<file path="src/rtl/wb_stage_pkg.sv">
// Shared types and constants for the MIPS32 write-back stage.
// Load-type encodings, FSM states and the datapath widths reused across the pipeline.
package wb_stage_pkg;

    localparam int RegBus     = 32;
    localparam int RegAddrBus = 5;
    localparam logic [RegBus-1:0] ZeroWord = '0;

    localparam logic [2:0] LOAD_LB  = 3'd0;
    localparam logic [2:0] LOAD_LBU = 3'd1;
    localparam logic [2:0] LOAD_LH  = 3'd2;
    localparam logic [2:0] LOAD_LHU = 3'd3;
    localparam logic [2:0] LOAD_LW  = 3'd4;

    typedef enum logic {
        ST_IDLE      = 1'b0,
        ST_WAIT_LOAD = 1'b1
    } wb_state_e;

endpackage

</file>
<file path="src/rtl/load_align.sv">
// Combinational load aligner: picks the addressed byte/halfword of a
// little-endian memory word and sign- or zero-extends it.
module load_align
    import wb_stage_pkg::*;
#(
    parameter int DATA_W = RegBus
) (
    input  logic [DATA_W-1:0] rdata,
    input  logic [2:0]        load_op,
    input  logic [1:0]        addr_lo,
    output logic [DATA_W-1:0] aligned
);

    logic [7:0]  byte_sel;
    logic [15:0] half_sel;

    // Halfword selection ignores addr_lo[0]; unknown load types fall back to a full word.
    always_comb begin
        byte_sel = rdata[{addr_lo, 3'b000} +: 8];
        half_sel = rdata[{addr_lo[1], 4'b0000} +: 16];
        case (load_op)
            LOAD_LB:  aligned = {{(DATA_W-8){byte_sel[7]}}, byte_sel};
            LOAD_LBU: aligned = {{(DATA_W-8){1'b0}}, byte_sel};
            LOAD_LH:  aligned = {{(DATA_W-16){half_sel[15]}}, half_sel};
            LOAD_LHU: aligned = {{(DATA_W-16){1'b0}}, half_sel};
            default:  aligned = rdata;
        endcase
    end

endmodule

</file>
<file path="src/rtl/wb_stage.sv">
// Write-back stage: owns the register-file write port, retires ALU results
// directly and parks in WAIT_LOAD until the data-memory response arrives.
module wb_stage
    import wb_stage_pkg::*;
#(
    parameter int DATA_W     = RegBus,
    parameter int REG_ADDR_W = RegAddrBus
) (
    input  logic                  clk,
    input  logic                  rst,
    input  logic                  in_valid,
    output logic                  in_ready,
    input  logic                  in_wreg,
    input  logic [REG_ADDR_W-1:0] in_waddr,
    input  logic [DATA_W-1:0]     in_wdata,
    input  logic                  in_is_load,
    input  logic [2:0]            in_load_op,
    input  logic [1:0]            in_addr_lo,
    input  logic                  dmem_rvalid,
    input  logic [DATA_W-1:0]     dmem_rdata,
    output logic                  we,
    output logic [REG_ADDR_W-1:0] waddr,
    output logic [DATA_W-1:0]     wdata,
    output logic                  load_busy,
    output logic [REG_ADDR_W-1:0] busy_waddr,
    output logic                  proto_err
);

    wb_state_e             state_q, state_d;
    logic                  we_q, we_d;
    logic [REG_ADDR_W-1:0] waddr_q, waddr_d;
    logic [DATA_W-1:0]     wdata_q, wdata_d;
    logic                  proto_err_q, proto_err_d;
    logic [REG_ADDR_W-1:0] cap_waddr_q, cap_waddr_d;
    logic                  cap_wreg_q, cap_wreg_d;
    logic [2:0]            cap_op_q, cap_op_d;
    logic [1:0]            cap_lo_q, cap_lo_d;
    logic [DATA_W-1:0]     aligned;

    load_align #(.DATA_W(DATA_W)) u_align (
        .rdata   (dmem_rdata),
        .load_op (cap_op_q),
        .addr_lo (cap_lo_q),
        .aligned (aligned)
    );

    always_comb begin
        state_d     = state_q;
        we_d        = 1'b0;
        waddr_d     = waddr_q;
        wdata_d     = wdata_q;
        proto_err_d = proto_err_q;
        cap_waddr_d = cap_waddr_q;
        cap_wreg_d  = cap_wreg_q;
        cap_op_d    = cap_op_q;
        cap_lo_d    = cap_lo_q;
        case (state_q)
            ST_IDLE: begin
                // A response with nothing outstanding is a protocol violation, never a write.
                if (dmem_rvalid) begin
                    proto_err_d = 1'b1;
                end
                if (in_valid) begin
                    if (in_is_load) begin
                        cap_waddr_d = in_waddr;
                        cap_wreg_d  = in_wreg;
                        cap_op_d    = in_load_op;
                        cap_lo_d    = in_addr_lo;
                        state_d     = ST_WAIT_LOAD;
                    end else if (in_wreg && (in_waddr != '0)) begin
                        we_d    = 1'b1;
                        waddr_d = in_waddr;
                        wdata_d = in_wdata;
                    end
                end
            end
            ST_WAIT_LOAD: begin
                if (dmem_rvalid) begin
                    state_d = ST_IDLE;
                    if (cap_wreg_q && (cap_waddr_q != '0)) begin
                        we_d    = 1'b1;
                        waddr_d = cap_waddr_q;
                        wdata_d = aligned;
                    end
                end
            end
            default: state_d = ST_IDLE;
        endcase
    end

    always_ff @(posedge clk or negedge rst) begin
        if (!rst) begin
            state_q     <= ST_IDLE;
            we_q        <= 1'b0;
            waddr_q     <= '0;
            wdata_q     <= ZeroWord[DATA_W-1:0];
            proto_err_q <= 1'b0;
            cap_waddr_q <= '0;
            cap_wreg_q  <= 1'b0;
            cap_op_q    <= '0;
            cap_lo_q    <= '0;
        end else begin
            state_q     <= state_d;
            we_q        <= we_d;
            waddr_q     <= waddr_d;
            wdata_q     <= wdata_d;
            proto_err_q <= proto_err_d;
            cap_waddr_q <= cap_waddr_d;
            cap_wreg_q  <= cap_wreg_d;
            cap_op_q    <= cap_op_d;
            cap_lo_q    <= cap_lo_d;
        end
    end

    assign in_ready   = (state_q == ST_IDLE);
    assign load_busy  = (state_q == ST_WAIT_LOAD);
    assign busy_waddr = load_busy ? cap_waddr_q : '0;
    assign we         = we_q;
    assign waddr      = waddr_q;
    assign wdata      = wdata_q;
    assign proto_err  = proto_err_q;

endmodule

</file>
<file path="config.mk">
export PLATFORM = sky130hd
export DESIGN_NAME = wb_stage
export DESIGN_NICKNAME = d
export VERILOG_FILES = /design/src/rtl/wb_stage_pkg.sv /design/src/rtl/load_align.sv /design/src/rtl/wb_stage.sv
export SDC_FILE = /design/constraint.sdc
export NUM_CORES = 1
export LEC_CHECK = 0
export BUFFER_PORTS_ARGS = -buffer_cell sky130_fd_sc_hd__buf_4
export CAP_MARGIN = 0
export CORE_UTILIZATION = 48
export DETAILED_ROUTE_END_ITERATION = 8
export PLACE_DENSITY = 0.81
export SKIP_CTS_REPAIR_TIMING = 1
export SKIP_LAST_GASP = 1
export SYNTH_ARGS = -nofsm -noshare
export SYNTH_HDL_FRONTEND = slang
export SYNTH_SLANG_ARGS = --single-unit
</file>
<file path="constraint.sdc">
create_clock -name clk -period 2 [get_ports clk]
set_input_delay 0.4 -clock clk [delete_from_list [all_inputs] [get_ports clk]]
set_output_delay 0.4 -clock clk [all_outputs]
set_load 0.05 [all_outputs]
</file>
==> reports/qor.yml <==
synthCells: 314
power_frac_comb_pct: 55.8
relSlewSlack_pct: 54.9
start_kind: "flip-flop"
fp.coreArea_sq_mm: 0.00599
synth_top_flop_cell: "dfrtp_1"
holdWs_ns: 0.0922
netlist_area_sq_mm: 0.00303
synth_top_cell_by_area: "dfrtp_1"
status: "finished, final reports clean"
die_area_sq_mm: 0.00664
cp.buffers_inverters: 0
rows: 28
tightest_slew_ns: 0.677
synth_commonest_cells: "dfrtp_1, nand3_1, nor2_1"
die_h_um: 81.5
first_global_vias: 2940
ys_ff_latch: 51
clock_latency_ns: 0.31
port_buffers: 125
pwr-share-seq_pct: 30.0
crit_path_top_delay_cell: "mux4_2"
post_drt_wl_per_cell_um: 18.2
grt-ovfl-total: 0
highest_layer: "met4"
rsz0062_at_grt: "no"
cp-end-kind: "flip-flop"
peakVddDrop_mv: 0.863
p_sw_mw: 2.54
wl_met3_um: 810
worstSetupPathType: "reg2reg"
htreeDepth: 2
fin_tns_setup_ns: 0
num_io_pins: 126
gp_congestion: 0.844
routed_wl_um: 9310
vias: 3171
required_ns: 2.20
ys_async_sr_fraction_pct: 100
numCtsBuffers: 5
ys_warn_count: 0
fp.dieW_um: 81.5
synth_nets: 394
syn_avg_cell_area_sq_um: 9.66
synth_top_area_share_pct: 42.1
grt_max_degree: 52
synthDistinctLibCells: 47
yosysMostFrequentCell: "dfrtp_1"
critPathArrivalTime_ns: 2.12
p_clk_share_pct: 14.2
dr.pass1.iters: 5
grt_use_total_pct: 27.9
fmax_mhz: 521
powerDensity_mw_per_mm2: 1260
detail-route-antenna-nets: 0
diodes: 0
crit_fanout: 6
synthTopCellsByArea: "dfrtp_1, a221oi_1, o31ai_1"
post-route-period-util_pct: 96.0
cp_slowest_stage_delay_ns: 0.57
crit_chain: "mux4_2 > a221oi_1 > o2bb2ai_1 > mux2_4"
min_path_type: "in2async"
antenna_found_initial: 0
clockRootBuffer: "clkbuf_8"
cts.sinks: 51
clock_skew_ns: 0.00355
final_hold_viol_count: 0
min_period_ns: 1.92
drc: 0
grt_pass1_wl_um: 14100
final_nets: 515
initial_core_util_pct: 50.6
area_growth_pct: 39.6
switching_share_pct: 47.4
drv_cap: 0
slew_viol_final: 0
synth-edff-count: 0
internal-power_mw: 2.82
avgViaCountPerCell: 6.21
seq_area_frac_synth_pct: 42.1
crit_family: "multiplexers"
met2_length_um: 4650
clkSlewWorstSetupHoldPaths_ns: 0.09
cts_tree: "done"
final_layout_size_suffix_gt1_share_pct: 40.1
clock_path_buffers: 2
drtIter0Drc: 276
p_leak_nw: 1.95
setup_viol_count_final: 0
fill_cells: 481
drt-met1-wl_um: 3730
place_hpwl_um: 6980
[kinds of logic (layout without fill, tap and decap cells)]
| family | after synthesis | after routing | synth area share [%] |
|---|---|---|---|
| AO/OA/AOI/OAI | 105 | 105 | 26.4 |
| buffers and inverters | 39 | 161 | 5.78 |
| flip-flops | 51 | 51 | 42.1 |
| multiplexers | 23 | 23 | 8.66 |
| AND/OR/NAND/NOR | 96 | 96 | 17.1 |
[state kept, by name, summed over array words and instances (netlist names)]
register and cells:
load_busy 1, we 1, cap_waddr_q 5, cap_op_q 3, proto_err 1, cap_lo_q 2
waddr 5, wdata 32, cap_wreg_q 1
[layout by cell type, fill, tap and decap left out, drive strengths merged, types with 3 or more instances in the layout]
cell type,instances
buf,144
mux2,13
nor3,11
mux2i,9
nor2b,7
and2,5
o31ai,20
a21oi,9
nand3,26
clkbuf,6
o311ai,5
a31oi,11
dfrtp,51
nor2,24
o21ai,10
o311a,3
o22a,7
a221oi,18
o221ai,11
a211oi,3
nand2,11
inv,8
[final timing paths]
check	slack, ns	cells after the start	from	end
min	0.09	1	rst	wdata[21]
max	0.08	4	cap_lo_q[1]	wdata[15]
max in group asynchronous	1.42	1	rst	wdata[26]
max reg2reg	0.08	4	cap_lo_q[1]	wdata[15]
min in group clk	0.32	2	dmem_rvalid	load_busy
min reg2reg	0.48	1	proto_err	proto_err
[layer usage]
layer / vias to the layer above / global-route usage [%]
li1: 1454 / -
met1: 1548 / 36.3
met2: 156 / 47.8
met3: 13 / 5.33
met4: 0 / 6.61
met5: - / 0
[per-stage QoR]
stage	std cells	instance area [sq um]	power [mW]	utilization [%]	worst slack, ns
global route	511	4240	5.62	70.7	0.00260
detailed placement	502	4100	4.59	68.4	0.0220
global placement	502	4100	4.53	68.4	0.0829
floorplan	314	3030	3.62	-	0.00777
finish	511	4240	5.36	70.7	0.0801
CTS	510	4220	5.34	70.4	0.0279
[worst reg2reg max path: cells and delay by family, from the launching register on]
| kind | cells | cell delay (ns) |
|---|---|---|
| muxes | 2 | 0.83 |
| AOI/OAI and AO/OA | 2 | 0.50 |
| DFF | 1 | 0.48 |
[power by group through the flow]
stage               Clock (mW)  Sequential (mW)  Combinational (mW)
global placement             0             1.62                2.91
finish                   0.761             1.61                2.99
floorplan                    0             2.65               0.968
CTS                      0.770             1.61                2.97
global route             0.809             1.65                3.16
detailed placement           0             1.63                2.96
[cell type report]
type                       count  area (sq um)  share of cell area, %
clock buffer                   6          82.6                   1.95
tap                           75          93.8                   2.22
multi-input combinational    224          1580                   37.4
clock inverter                 2          35.0                  0.827
inverter                       9          33.8                  0.798
sequential                    51          1280                   30.1
timing repair buffer         144          1130                   26.7
(Power assumes the default switching activity.)
